File: src/rtl/muldiv_sequencer.sv
// Iterative multiply/divide unit owning HI/LO: 32-step shift-add multiply or restoring divide,
// then a single sign-fix/accumulate cycle. States: IDLE (wait cmd) | ITER (one step/cycle) | FIX (write HI/LO).
module muldiv_sequencer #(
  parameter int WIDTH = 32
) (
  input  logic             i_clk,
  input  logic             i_rst,
  input  logic             i_start,
  input  logic [2:0]       i_op,
  input  logic [WIDTH-1:0] i_in1,
  input  logic [WIDTH-1:0] i_in2,
  input  logic             i_rd_req,
  output logic [WIDTH-1:0] o_hi,
  output logic [WIDTH-1:0] o_lo,
  output logic             o_busy,
  output logic             o_done,
  output logic             o_stall
);
  localparam int CW = $clog2(WIDTH);
  localparam logic [2:0] OP_MULT  = 3'b001;
  localparam logic [2:0] OP_MADD  = 3'b011;
  localparam logic [2:0] OP_MADDU = 3'b100;
  localparam logic [2:0] OP_DIV   = 3'b101;
  localparam logic [2:0] OP_DIVU  = 3'b110;

  typedef enum logic [1:0] {S_IDLE = 2'd0, S_ITER = 2'd1, S_FIX = 2'd2} state_t;

  state_t           r_state;
  logic [2:0]       r_op;
  logic             r_neg_a, r_neg_b;
  logic [WIDTH-1:0] r_b, r_q, r_rem;
  logic [CW-1:0]    r_cnt;
  logic [WIDTH-1:0] r_hi, r_lo;
  logic             r_busy, r_done;

  logic               w_valid_op, w_signed_in, w_neg1, w_neg2, w_is_div, w_is_acc, w_ge;
  logic [WIDTH-1:0]   w_mag1, w_mag2, w_sub, w_quot, w_remd;
  logic [WIDTH:0]     w_sum, w_shift;
  logic [2*WIDTH-1:0] w_prod, w_prod_s, w_acc, w_result;

  assign w_valid_op  = (i_op != 3'b000) && (i_op != 3'b111);
  assign w_signed_in = (i_op == OP_MULT) || (i_op == OP_MADD) || (i_op == OP_DIV);
  assign w_neg1      = w_signed_in & i_in1[WIDTH-1];
  assign w_neg2      = w_signed_in & i_in2[WIDTH-1];
  assign w_mag1      = w_neg1 ? -i_in1 : i_in1;
  assign w_mag2      = w_neg2 ? -i_in2 : i_in2;

  assign w_is_div = (r_op == OP_DIV) || (r_op == OP_DIVU);
  assign w_is_acc = (r_op == OP_MADD) || (r_op == OP_MADDU);

  // Multiply keeps {r_rem, r_q} as the shifting product; divide keeps remainder/quotient there.
  assign w_sum   = {1'b0, r_rem} + ({1'b0, r_b} & {(WIDTH+1){r_q[0]}});
  assign w_shift = {r_rem, r_q[WIDTH-1]};
  assign w_ge    = w_shift >= {1'b0, r_b};
  assign w_sub   = w_shift[WIDTH-1:0] - r_b;

  // With a zero divisor the remainder ends up holding the dividend magnitude, so re-signing it
  // restores the latched in1 without a separate path.
  assign w_prod   = {r_rem, r_q};
  assign w_prod_s = (r_neg_a ^ r_neg_b) ? -w_prod : w_prod;
  assign w_acc    = {r_hi, r_lo} + w_prod_s;
  assign w_quot   = (r_b == '0) ? '1 : ((r_neg_a ^ r_neg_b) ? -r_q : r_q);
  assign w_remd   = r_neg_a ? -r_rem : r_rem;
  assign w_result = w_is_div ? {w_remd, w_quot} : (w_is_acc ? w_acc : w_prod_s);

  always_ff @(posedge i_clk) begin
    if (i_rst) begin
      r_state <= S_IDLE;
      r_op    <= '0;
      r_neg_a <= 1'b0;
      r_neg_b <= 1'b0;
      r_b     <= '0;
      r_q     <= '0;
      r_rem   <= '0;
      r_cnt   <= '0;
      r_hi    <= '0;
      r_lo    <= '0;
      r_busy  <= 1'b0;
      r_done  <= 1'b0;
    end else begin
      case (r_state)
        S_IDLE: begin
          r_done <= 1'b0;
          if (i_start && w_valid_op) begin
            r_op    <= i_op;
            r_neg_a <= w_neg1;
            r_neg_b <= w_neg2;
            r_q     <= w_mag1;
            r_b     <= w_mag2;
            r_rem   <= '0;
            r_cnt   <= '0;
            r_busy  <= 1'b1;
            r_state <= S_ITER;
          end
        end
        S_ITER: begin
          if (w_is_div) begin
            r_rem <= w_ge ? w_sub : w_shift[WIDTH-1:0];
            r_q   <= {r_q[WIDTH-2:0], w_ge};
          end else begin
            r_rem <= w_sum[WIDTH:1];
            r_q   <= {w_sum[0], r_q[WIDTH-1:1]};
          end
          r_cnt <= r_cnt + CW'(1);
          if (r_cnt == CW'(WIDTH-1)) r_state <= S_FIX;
        end
        S_FIX: begin
          {r_hi, r_lo} <= w_result;
          r_busy  <= 1'b0;
          r_done  <= 1'b1;
          r_state <= S_IDLE;
        end
        default: r_state <= S_IDLE;
      endcase
    end
  end

  assign o_hi    = r_hi;
  assign o_lo    = r_lo;
  assign o_busy  = r_busy;
  assign o_done  = r_done;
  assign o_stall = r_busy & (i_start | i_rd_req);
endmodule

File: config.mk
export PLATFORM = sky130hd
export DESIGN_NAME = muldiv_sequencer
export DESIGN_NICKNAME = d
export VERILOG_FILES = /design/src/rtl/muldiv_sequencer.sv
export SDC_FILE = /design/constraint.sdc
export NUM_CORES = 1
export LEC_CHECK = 0
export BUFFER_PORTS_ARGS = -buffer_cell sky130_fd_sc_hd__buf_2
export CORE_MARGIN = 4
export CORE_UTILIZATION = 55
export CTS_CLUSTER_DIAMETER = 30
export CTS_CLUSTER_SIZE = 10
export DETAILED_ROUTE_END_ITERATION = 8
export PLACE_DENSITY_LB_ADDON = 0.15
export SLEW_MARGIN = 20
export SYNTH_ARGS = -nofsm -noshare
export SYNTH_HDL_FRONTEND = slang
export SYNTH_SLANG_ARGS = --single-unit
File: constraint.sdc
create_clock -name i_clk -period 5.6 [get_ports i_clk]
set_input_delay 1.12 -clock i_clk [delete_from_list [all_inputs] [get_ports i_clk]]
set_output_delay 1.12 -clock i_clk [all_outputs]
set_load 0.01 [all_outputs]
==> impl_metrics.json <==
{
  "dp_cells": 3064,
  "path_class": "register to register",
  "antenna_cells": 0,
  "slew_headroom_pct": 21.6,
  "fin_area_um2": 20300,
  "synth.cell_area_um2": 18700,
  "die_h_um": 192,
  "clock-sinks": 174,
  "status": "finished clean",
  "setup_viol": 0,
  "grt_antenna_before_repair": 0,
  "dp_hpwl_um": 51400,
  "synth_cells": 2596,
  "grt_use_total_pct": 35.3,
  "drc": 0,
  "grt_pass1_vias": 19081,
  "gp_congestion": 0.991,
  "final.min_clock_period_ns": 5.32,
  "routed_via_density": 6.60,
  "vias": 20436,
  "cts_tree": "done",
  "max_slew.worst_pin.slew_ns": 1.17,
  "cts_setup_buffers": 0,
  "clock_skew_ns": 0.0183,
  "cts_made_buffers": 17,
  "synth-seq-cells": 174,
  "r2r-start": "r_q[8]",
  "grt_pass1_wl_um": 105000,
  "r2r_cells": 16,
  "arrival_ns": 5.67,
  "synth_edf_count": 0,
  "cts_max_level": 4,
  "synth_top_cell_area_share_pct": 18.7,
  "drtIter0Drc": 2179,
  "core_area_um2": 33500,
  "clock-root-buffer": "clkbuf_16",
  "die_x_um": 192,
  "drv_cap": 0,
  "placed_cell_area_um2": 19700,
  "gr-total-overflow": 0,
  "hold_path_class": "register to register",
  "cp-endpoint": "o_hi[30]",
  "wl_um": 67100,
  "reg2reg_slack_ns": 0.28,
  "worst_setup_path_start_kind": "register",
  "yosys_warnings": 0,
  "design.die.area_um2": 37000,
  "yosys.area.top_type": "dfxtp_1",
  "crit_path_end_kind": "register",
  "cts_hold_buf": 0,
  "total_power_mw": 3.80,
  "instances_no_fill": 3096,
  "insertion_delay_ns": 0.47,
  "synth_area_leaders": "dfxtp_1, ha_1, a21oi_1",
  "port_buffers": 137,
  "r2r-end": "o_hi[30]",
  "synthTopCellsByCount": "nand2_1, a21oi_1, nor2_1, dfxtp_1, o21ai_0",
  "synth_most_common_cell": "nand2_1",
  "area_delta_synth_final_pct": 8.87,
  "drv_slew": 0,
  "drtPass1Iterations": 6,
  "fmax_mhz": 188,
  "final_hold_viol_count": 0,
  "grt_start_max_net_pins": 88,
  "synth_nets": 2817,
  "synth-main-ff-cell": "dfxtp_1",
  "fp-row-count": 67,
  "rsz0062_at_grt": "false",
  "avgSynthCellArea_um2": 7.19,
  "required_ns": 5.94,
  "power_leakage_nw": 8.51,
  "clockBufferDepth": 2,
  "startpoint": "r_q[8]",
  "clk_pin_slew_ns": 0.08,
  "powerDensity_nw_per_um2": 187,
  "final_nets": 2856,
  "ant_nets": 0,
  "period_share_pct": 95.1,
  "wl_per_cell_um": 21.7,
  "final.setup.tns_ns": 0,
  "synth.distinct_cells": 83,
  "synthArstFlopShare_pct": 0,
  "ios": 138,
  "path_max_fanout": 10,
  "whs_ns": 0.476,
  "peakVddDrop_mv": 0.230,
  "drive_above_1_share_pct": 10.2,
  "seq_area_frac_synth_pct": 18.7,
  "initial_core_util_pct": 55.7
}
## stage by stage
step	setup WS, ns	util [%]
2_1_floorplan	0.672	-
3_3_place_gp	0.390	58.8
3_5_place_dp	0.334	58.8
4_1_cts	0.308	60.5
5_1_grt	0.0118	60.6
6_report	0.275	60.6
## logic make-up (layout without fill, tap and decap cells)
group,Yosys count,count (layout),synth area share (%)
DFF,174,174,18.7
and+or+nand+nor,852,852,21.4
xor gates and xnor gates,240,240,11.4
buffers and inverters,244,296,5.03
adders and majority gates,150,150,10.2
muxes,23,23,1.25
AOI/OAI and AO/OA,913,913,32.2
## repair_timing
item,CTS,global route
endpoints found under the hold margin,0,0
endpoints found under the setup margin,0,5
resized for setup,0,7
## sequential cells by signal, indices dropped and copies added (netlist names)
name and count:
r_neg_a 1, o_done 1, r_cnt 5, r_neg_b 1
r_op 3, r_state 2, o_busy 1, r_q 32
r_rem 32, o_lo 32, r_b 32, o_hi 32
## worst max-delay path: stages, from the launching register on
cell and delay [ns]:
dfxtp_1 0.40, or4_1 0.61, or4_1 0.49, nor2_2 0.42
and2_1 0.22, a21oi_1 0.08, xnor2_1 0.41, ha_1 0.35
a21o_1 0.20, a31oi_1 0.20, o221ai_1 0.17, a221oi_1 0.30
o21ai_0 0.28, a31oi_1 0.54, o21bai_1 0.22, a31oi_1 0.20
o211ai_1 0.11
## worst min-delay path by stage
| stage | slack, ns | depth (start not counted) | from | endpoint |
|---|---|---|---|---|
| floorplan | 0.44 | 1 | r_cnt[3] | r_cnt[3] |
| global placement | 0.46 | 2 | o_lo[9] | o_lo[9] |
| detailed placement | 0.46 | 2 | o_lo[3] | o_lo[3] |
| CTS | 0.48 | 2 | o_lo[3] | o_lo[3] |
| global route | 0.51 | 2 | o_lo[7] | o_lo[7] |
| finish | 0.48 | 2 | o_lo[3] | o_lo[3] |
## where the power goes
group	internal (mW)	total [mW]	switching (mW)
combinational	0.417	1.18	0.759
clock	0.601	1.25	0.650
sequential	1.29	1.37	0.0853
total	2.31	3.80	1.49
## cells in the final DEF, fill, tap and decap left out, types with 8 or more instances in the layout
| master | Yosys | final |
|---|---|---|
| buf_4 | 0 | 49 |
| buf_2 | 5 | 136 |
| and3_1 | 20 | 20 |
| o21a_1 | 20 | 19 |
| mux2i_1 | 20 | 20 |
| a21o_1 | 58 | 58 |
| o41ai_1 | 14 | 12 |
| o31ai_1 | 29 | 29 |
| nand2_1 | 296 | 295 |
| xnor2_1 | 125 | 124 |
| nand3_1 | 41 | 41 |
| a22o_1 | 10 | 10 |
| inv_1 | 78 | 78 |
| nor4_1 | 31 | 30 |
| nor2_1 | 230 | 228 |
| and2_1 | 17 | 16 |
| or4_1 | 16 | 16 |
| a211oi_1 | 72 | 72 |
| a221oi_1 | 13 | 13 |
| a31oi_1 | 32 | 32 |
| nor3_1 | 59 | 59 |
| o221ai_1 | 42 | 42 |
| o211ai_1 | 30 | 30 |
| or2_2 | 18 | 18 |
| dfxtp_1 | 174 | 174 |
| a211o_1 | 8 | 8 |
| clkbuf_16 | 0 | 17 |
| or3_1 | 28 | 28 |
| xor2_1 | 114 | 113 |
| a21oi_1 | 272 | 272 |
| o21ai_0 | 154 | 152 |
| ha_1 | 147 | 146 |
| nand4_1 | 34 | 34 |
| o21bai_1 | 26 | 26 |
| a311oi_1 | 37 | 37 |
| a22oi_1 | 18 | 18 |
| and4_1 | 9 | 9 |
| nand2b_1 | 23 | 22 |
## cell type report
class	count	area (um2)
Fill cell	3233	13200
Clock inverter	15	166
Sequential cell	174	3480
Multi-Input combinational cell	2178	14300
Timing Repair Buffer	185	1050
Inverter	79	297
Tap cell	448	561
Clock buffer	17	425
## routing by layer
metal / GRT usage [%] / up-vias / wire length [um]
li1: - / 9701 / -
met2: 54.8 / 902 / 29400
met3: 5.75 / 140 / 5610
met1: 49.1 / 9693 / 29700
met5: 0 / - / 0
met4: 13.6 / 0 / 2440
No activity file was read; power rests on OpenSTA's default activity.
